--- config.mk ---
export PLATFORM = sky130hd
export DESIGN_NAME = wdt_ovf_monitor
export DESIGN_NICKNAME = d
export VERILOG_FILES = /design/src/rtl/wdt_ovf_monitor.sv
export SDC_FILE = /design/constraint.sdc
export NUM_CORES = 1
export LEC_CHECK = 0
export CORE_MARGIN = 4
export CORE_UTILIZATION = 44
export DETAILED_ROUTE_END_ITERATION = 6
export PLACE_DENSITY = 0.83
export SLEW_MARGIN = 30
export SYNTH_ARGS = -nofsm -noshare
export SYNTH_HDL_FRONTEND = slang
export SYNTH_HIERARCHICAL = 1
export SYNTH_SLANG_ARGS = --single-unit
export TNS_END_PERCENT = 20
--- constraint.sdc ---
create_clock -name clk_i -period 2.6 [get_ports clk_i]
set_input_delay 0.65 -clock clk_i [delete_from_list [all_inputs] [get_ports clk_i]]
set_output_delay 0.65 -clock clk_i [all_outputs]
set_load 0.05 [all_outputs]
--- src/rtl/wdt_ovf_monitor.sv ---
// Multi-channel counter overflow monitor: spots terminal->wrap transitions on
// external up/down counters, counts them with saturation and raises sticky alarms.

module wdt_ovf_ch #(
  parameter int CNT_W = 32,
  parameter int OVF_W = 4
) (
  input  logic             clk_i,
  input  logic             rst_ni,
  input  logic             en_i,
  input  logic             dir_i,
  input  logic [CNT_W-1:0] cnt_i,
  input  logic [OVF_W-1:0] thr_i,
  input  logic             clr_i,
  output logic             ovf_pulse_o,
  output logic [OVF_W-1:0] ovf_cnt_o,
  output logic             alarm_o
);
  localparam logic [0:0] IDLE  = 1'b0;
  localparam logic [0:0] ARMED = 1'b1;

  logic [0:0]       state_q, state_d;
  logic             dir_q;
  logic [CNT_W-1:0] term, wrap;
  logic             live, evt;
  logic [OVF_W-1:0] cnt_inc;

  // A sample only counts when enabled, direction is stable and no clear is pending.
  assign term    = dir_q ? '0 : '1;
  assign wrap    = ~term;
  assign live    = en_i && (dir_i == dir_q) && !clr_i;
  assign evt     = live && (state_q == ARMED) && (cnt_i == wrap);
  assign cnt_inc = (&ovf_cnt_o) ? ovf_cnt_o : ovf_cnt_o + 1'b1;

  always_comb begin
    state_d = IDLE;
    if (live && (cnt_i == term)) state_d = ARMED;
  end

  always_ff @(posedge clk_i) begin
    if (!rst_ni) begin
      state_q     <= IDLE;
      dir_q       <= 1'b0;
      ovf_pulse_o <= 1'b0;
      ovf_cnt_o   <= '0;
      alarm_o     <= 1'b0;
    end else begin
      state_q     <= state_d;
      dir_q       <= dir_i;
      ovf_pulse_o <= evt;
      if (clr_i) begin
        ovf_cnt_o <= '0;
        alarm_o   <= 1'b0;
      end else if (evt) begin
        ovf_cnt_o <= cnt_inc;
        if ((thr_i != '0) && (cnt_inc >= thr_i)) alarm_o <= 1'b1;
      end
    end
  end
endmodule

module wdt_ovf_monitor #(
  parameter int CNT_W = 32,
  parameter int N_CH  = 4,
  parameter int OVF_W = 4
) (
  input  logic                  clk_i,
  input  logic                  rst_ni,
  input  logic [N_CH-1:0]       en_i,
  input  logic [N_CH-1:0]       dir_i,
  input  logic [N_CH*CNT_W-1:0] cnt_i,
  input  logic [OVF_W-1:0]      thr_i,
  input  logic [N_CH-1:0]       clr_i,
  output logic [N_CH-1:0]       ovf_pulse_o,
  output logic [N_CH*OVF_W-1:0] ovf_cnt_o,
  output logic [N_CH-1:0]       alarm_o,
  output logic                  alarm_any_o
);
  for (genvar c = 0; c < N_CH; c++) begin : g_ch
    wdt_ovf_ch #(.CNT_W(CNT_W), .OVF_W(OVF_W)) u_ch (
      .clk_i      (clk_i),
      .rst_ni     (rst_ni),
      .en_i       (en_i[c]),
      .dir_i      (dir_i[c]),
      .cnt_i      (cnt_i[c*CNT_W +: CNT_W]),
      .thr_i      (thr_i),
      .clr_i      (clr_i[c]),
      .ovf_pulse_o(ovf_pulse_o[c]),
      .ovf_cnt_o  (ovf_cnt_o[c*OVF_W +: OVF_W]),
      .alarm_o    (alarm_o[c])
    );
  end

  assign alarm_any_o = |alarm_o;
endmodule

* After elaboration in Yosys (flattened, before gate mapping)
Index checks and enable logic that the tools add are counted.
Operators by class: mux-type cells 12, order comparisons 4, eq/ne operators 12, add/subtract/negate cells 4, bitwise logic cells 5, reduce and logical (&&, ||, !) cells 42
Operators by type and width (count):
- 32-bit == test | 8
- 32-bit 2-to-1 mux | 4
- 32-bit NOT | 4
- 1-bit logical AND | 24
- 4-bit by 1-bit adder with 4-bit output (second input constant) | 4
- 4-bit greater-or-equal comparator | 4
- 4-bit 2-to-1 mux | 4
- 4-bit AND reduction | 4
- 2-bit AND reduction | 4
- 2-bit OR reduction | 4
- 1-bit == test | 4
- 1-bit zero test | 4
- 1-bit 2-to-1 mux | 4
- 4-bit nonzero test | 1
- 4-bit OR reduction | 1
- 1-bit NOT | 1
Storage, ports and cells: input port bits 146, word-level logic and storage cells 99, output and inout bits 25, register bits 32

* Longest topological paths before layout
depth after elaboration 6, gate-level depth with buffers 9, mapped depth without buffers 9

* By module
Netlist, hierarchy kept.
Modules (own cells, without submodules):
- wdt_ovf_ch (g_ch[1].u_ch ...) | area each 1012.2 sq um, cells an instance 133, sequential area each 160.2 sq um, times used 3
- wdt_ovf_ch (g_ch[0].u_ch) | area each 978.4 sq um, cells an instance 133, sequential area each 160.2 sq um, times used 1
- wdt_ovf_monitor | area each 7.5 sq um, cells an instance 1, sequential area each 0.0 sq um, times used 1

* Worst setup path before layout
No wires, ideal clock.
kind register -> register, start reg g_ch[0].u_ch.ovf_cnt_o[0], end reg g_ch[0].u_ch.alarm_o, path slack 0.121 ns, clock period less this slack 2.479 ns, buffers on the path 0, library setup time 0.120 ns, data required time 2.480 ns, cell stages (with the launch flop) 10, data arrival time 2.359 ns, path through dfxtp_1 ha_1 nand3_1 xnor2_1 ha_1 nand2b_1 a21o_1 a211o_1 a31oi_1 nor2_1
Between the ends: cells in the longest elaborated chain, start to end 5, elaborated cells between the ends (all ways) 6, those cells by class add/sub: 1; order compare: 1; mux: 1; reduce/logical: 3
RTL lines:
- start: declaration | RTL line 16 | output logic [OVF_W-1:0] ovf_cnt_o,
- start signal: assignment | RTL line 55 | ovf_cnt_o <= cnt_inc;
- 4-bit by 1-bit adder with 4-bit output or 4-bit AND reduction (tied branches) | RTL line 33 | assign cnt_inc = (&ovf_cnt_o) ? ovf_cnt_o : ovf_cnt_o + 1'b1;
- 4-bit 2-to-1 mux * | RTL line 33
- 4-bit greater-or-equal comparator * | RTL line 56 | if ((thr_i != '0) && (cnt_inc >= thr_i)) alarm_o <= 1'b1;
- 1-bit logical AND * | RTL line 56
- 2-bit AND reduction (no line) *
- end signal: assignment | RTL line 46 | alarm_o <= 1'b0;
- end signal: assignment | RTL line 53 | alarm_o <= 1'b0;
- end signal: assignment | RTL line 56
- end: declaration | RTL line 17 | output logic alarm_o
Every way passes the cells marked *; elsewhere a longest branch is shown, timed or not. A chain may end at the register's enable or synchronous reset.

* Worst setup path in the final report
start in cnt_i[95], end reg g_ch[2].u_ch.ovf_cnt_o[1]
Between the ends: cells in the longest elaborated chain, start to end 2
RTL lines:
- start: declaration | RTL line 71 | input logic [N_CH*CNT_W-1:0] cnt_i,
- 32-bit == test | RTL line 32 | assign evt = live && (state_q == ARMED) && (cnt_i == wrap);
- 1-bit logical AND | RTL line 32
- end signal: assignment | RTL line 55
- end: declaration | RTL line 16
No other way between the ends.

==> flow_summary.json <==
{
  "syn_avg_cell_area_um2": 7.547,
  "path_depth": 9,
  "multi_input_area_mm2": 0.003222,
  "asyncSetResetFlopFracSynth_pct": 0,
  "peakVddDrop_mv": 0.1673,
  "holdWs_ns": 0.5093,
  "setup-violations-final": 0,
  "power_leakage_nw": 2.487,
  "clock_skew_ns": 0.002744,
  "area_delta_synth_final_pct": 63.05,
  "remaining_drc_errors": 0,
  "fmax_mhz": 392.6,
  "rsz0062_at_grt": "true",
  "dp_hpwl_mm": 12.41,
  "vias_per_cell": 5.996,
  "r2r_cells": 9,
  "worstPathCellList": "clkdlybuf4s50_1 -> inv_1 -> a2111oi_1 -> buf_4 -> o2111ai_1 -> buf_4 -> nor4_4 -> buf_4 -> mux2i_1",
  "firstDrtPassIters": 5,
  "cts_root_buf": "clkbuf_8",
  "r2r-end": "g_ch[3].u_ch/alarm_o",
  "drive_above_1_share_pct": 17.22,
  "synthTopCellsByCount": "42 x nand2_1, 34 x nor2_1, 32 x dfxtp_1",
  "cts.sinks": 32,
  "die_area_mm2": 0.01074,
  "routed_wl_mm": 14.94,
  "grt_max_degree": 25,
  "place_ws_ns": -0.2931,
  "cts_inserted_buffers": 5,
  "synth_edf_count": 0,
  "grt_first_pass_wirelength_mm": 24.61,
  "htreeDepth": 2,
  "r2r_setup_slack_ns": 0.26,
  "status": "finished clean",
  "path_class": "in -> reg",
  "initial_core_util_pct": 45.68,
  "antennaDiodeCount": 0,
  "r2r-start": "g_ch[3].u_ch/ovf_cnt_o[0]",
  "yosysTopAreaCellShare_pct": 15.93,
  "final_cells": 892,
  "slew_viol_final": 0,
  "relSlewSlack_pct": 59.77,
  "dpl.cell_count": 884,
  "core_mm2": 0.008806,
  "hold_viol": 0,
  "crit_start": "cnt_i[95]",
  "fin_ws_ns": 0.05267,
  "worst_pin_slew_ns": 0.6026,
  "portBuffers": 170,
  "clock_latency_ns": 0.27,
  "fillCellCount": 690,
  "first_iter_violations": 245,
  "grt_pass1_vias": 5413,
  "cts_hold_buf": 0,
  "cts_tree": "yes",
  "cp-endpoint": "g_ch[2].u_ch/ovf_cnt_o[1]",
  "die_w_um": 103.6,
  "via_count": 5348,
  "overflow": 0,
  "yosysSeqAreaShare_pct": 15.93,
  "yosys_warnings": 6,
  "cts_buffer_depth": 2,
  "worstSetupStartpointType": "input pin",
  "nets": 949,
  "synth.most_common_cell": "nand2_1",
  "clkTransAtPathRegs_ns": 0.07,
  "synth_area_leaders": "dfxtp_1 16%, ha_1 6.2%, nand4_1 4.4%, nand2_1 3.9%, nor4_1 3.9%",
  "worstSetupEndpointType": "flop",
  "grt_use_total_pct": 26.42,
  "gp_congestion": 0.9719,
  "crit_buf_inv": 5,
  "synthesis.area_mm2": 0.004023,
  "p_total_mw": 1.546,
  "critPathRequiredTime_ns": 2.81,
  "cp.arrival_ns": 2.75,
  "cap_violations": 0,
  "yosys.area.top_type": "dfxtp_1",
  "area.sequential_um2": 640.6,
  "power_density_mw_per_mm2": 235.7,
  "syn_nets": 699,
  "cts_setup_buffers": 0,
  "synthCells": 533,
  "ios": 171,
  "die_y_um": 103.6,
  "hold_class": "reg -> reg",
  "ys_seq_elements": 32,
  "drtAntennaViolNets": 0,
  "cp_slowest_cell": "a2111oi_1",
  "wire_per_inst_um": 16.75,
  "worst-path-max-fanout": 4,
  "synth.distinct_cells": 55,
  "post-route-period-util_pct": 97.97,
  "path_delay_family": "buffers and inverters",
  "synth_ff_type": "dfxtp_1",
  "cpMostUsedCell": "buf_4",
  "dpl_cell_area_mm2": 0.006437,
  "placementRows": 34,
  "postLayoutCellArea_mm2": 0.006559,
  "antenna_found_initial": 0,
  "critical_path.max_stage_delay_ns": 0.52,
  "fin_crit_ns": 2.547
}
[worst register-to-register path: cells and delay by family, from the launching register on]
family	cells	cell delay, ns
flip-flops	1	0.43
XOR/XNOR	1	0.20
AO/OA/AOI/OAI	3	0.67
adder cells (fa/ha/maj)	2	0.51
AND/OR/NAND/NOR	3	0.42
[sequential cells by signal, indices dropped and copies added, names as in the netlist]
name                   count
g_ch.u_ch/state_q          4
g_ch.u_ch/ovf_cnt_o       16
g_ch.u_ch/alarm_o          4
g_ch.u_ch/ovf_pulse_o      4
g_ch.u_ch/dir_q            4
[worst min path at each step]
stage	depth (start not counted)	startpoint	to
floorplan	4	g_ch[0].u_ch/state_q	g_ch[0].u_ch/ovf_cnt_o[0]
global placement	2	g_ch[2].u_ch/ovf_cnt_o[1]	g_ch[2].u_ch/ovf_cnt_o[1]
detailed placement	1	g_ch[1].u_ch/alarm_o	g_ch[1].u_ch/alarm_o
CTS	1	g_ch[1].u_ch/alarm_o	g_ch[1].u_ch/alarm_o
global route	1	g_ch[1].u_ch/alarm_o	g_ch[1].u_ch/alarm_o
finish	1	g_ch[1].u_ch/alarm_o	g_ch[1].u_ch/alarm_o
[cells by family (layout without fill, tap and decap cells)]
family | Yosys count | count (layout) | synth area share [%]
AND/OR/NAND/NOR | 292 | 292 | 44.04
AO/OA/AOI/OAI | 112 | 112 | 21.15
buffers and inverters | 44 | 295 | 4.759
flip-flops | 32 | 32 | 15.93
adder cells (fa/ha/maj) | 20 | 20 | 6.221
multiplexers | 19 | 19 | 4.852
XOR/XNOR | 14 | 14 | 3.048
[repair_timing]
item | 4_1_cts | 5_1_grt
endpoints found under the hold margin | 0 | 0
cloned | 0 | 0
gates resized for setup | 1 | 7
endpoints found under the setup margin | 2 | 9
[metal layers]
metal / routed length (um) / up-vias / GRT usage [%]
li1: - / 2586 / -
met1: 6263 / 2500 / 32.98
met2: 7322 / 242 / 46.92
met3: 1141 / 20 / 5.224
met4: 210 / 0 / 5.983
met5: 0 / - / 0
[final cells by class]
cell class / count / area share, %
Clock buffer: 8 / 1.374
Sequential cell: 32 / 9.767
Inverter: 29 / 1.660
Timing Repair Buffer: 258 / 36.02
Tap cell: 108 / 2.060
Multi-Input combinational cell: 457 / 49.12
[per-stage QoR]
step,utilization [%],setup TNS (ns)
floorplan,-,0
global placement,73.10,-3.954
detailed placement,73.10,-3.736
CTS,74.14,0
global route,74.48,-0.004482
finish,74.48,0
[cells in the final DEF (no fill, tap or decap), types with 5 or more instances in the layout]
cell             instances
nand2_1                 42
a31oi_1                  6
nand4_1                 28
o32ai_1                  7
xnor2_1                 10
nor2b_1                 24
nor2_1                  34
nor3b_1                  6
nor4_1                  24
inv_1                   29
or4_1                    7
o21ai_0                 25
o2111ai_1                6
dfxtp_1                 32
a21boi_0                 6
clkbuf_8                 6
and3_1                   7
nor3_1                  29
buf_4                   88
o21ba_2                 10
nand3_1                 27
nor4b_1                 12
a21oi_1                 11
mux2i_1                 15
and2_1                   5
clkdlybuf4s50_1        170
ha_1                    20
nand4b_1                15
nand2b_1                14
[power breakdown]
part | switching (mW) | internal (mW) | total (mW)
logic | 0.272 | 0.380 | 0.652
registers | 0.0101 | 0.493 | 0.504
clock network | 0.174 | 0.216 | 0.390
Power figures use the tool's default switching activity.
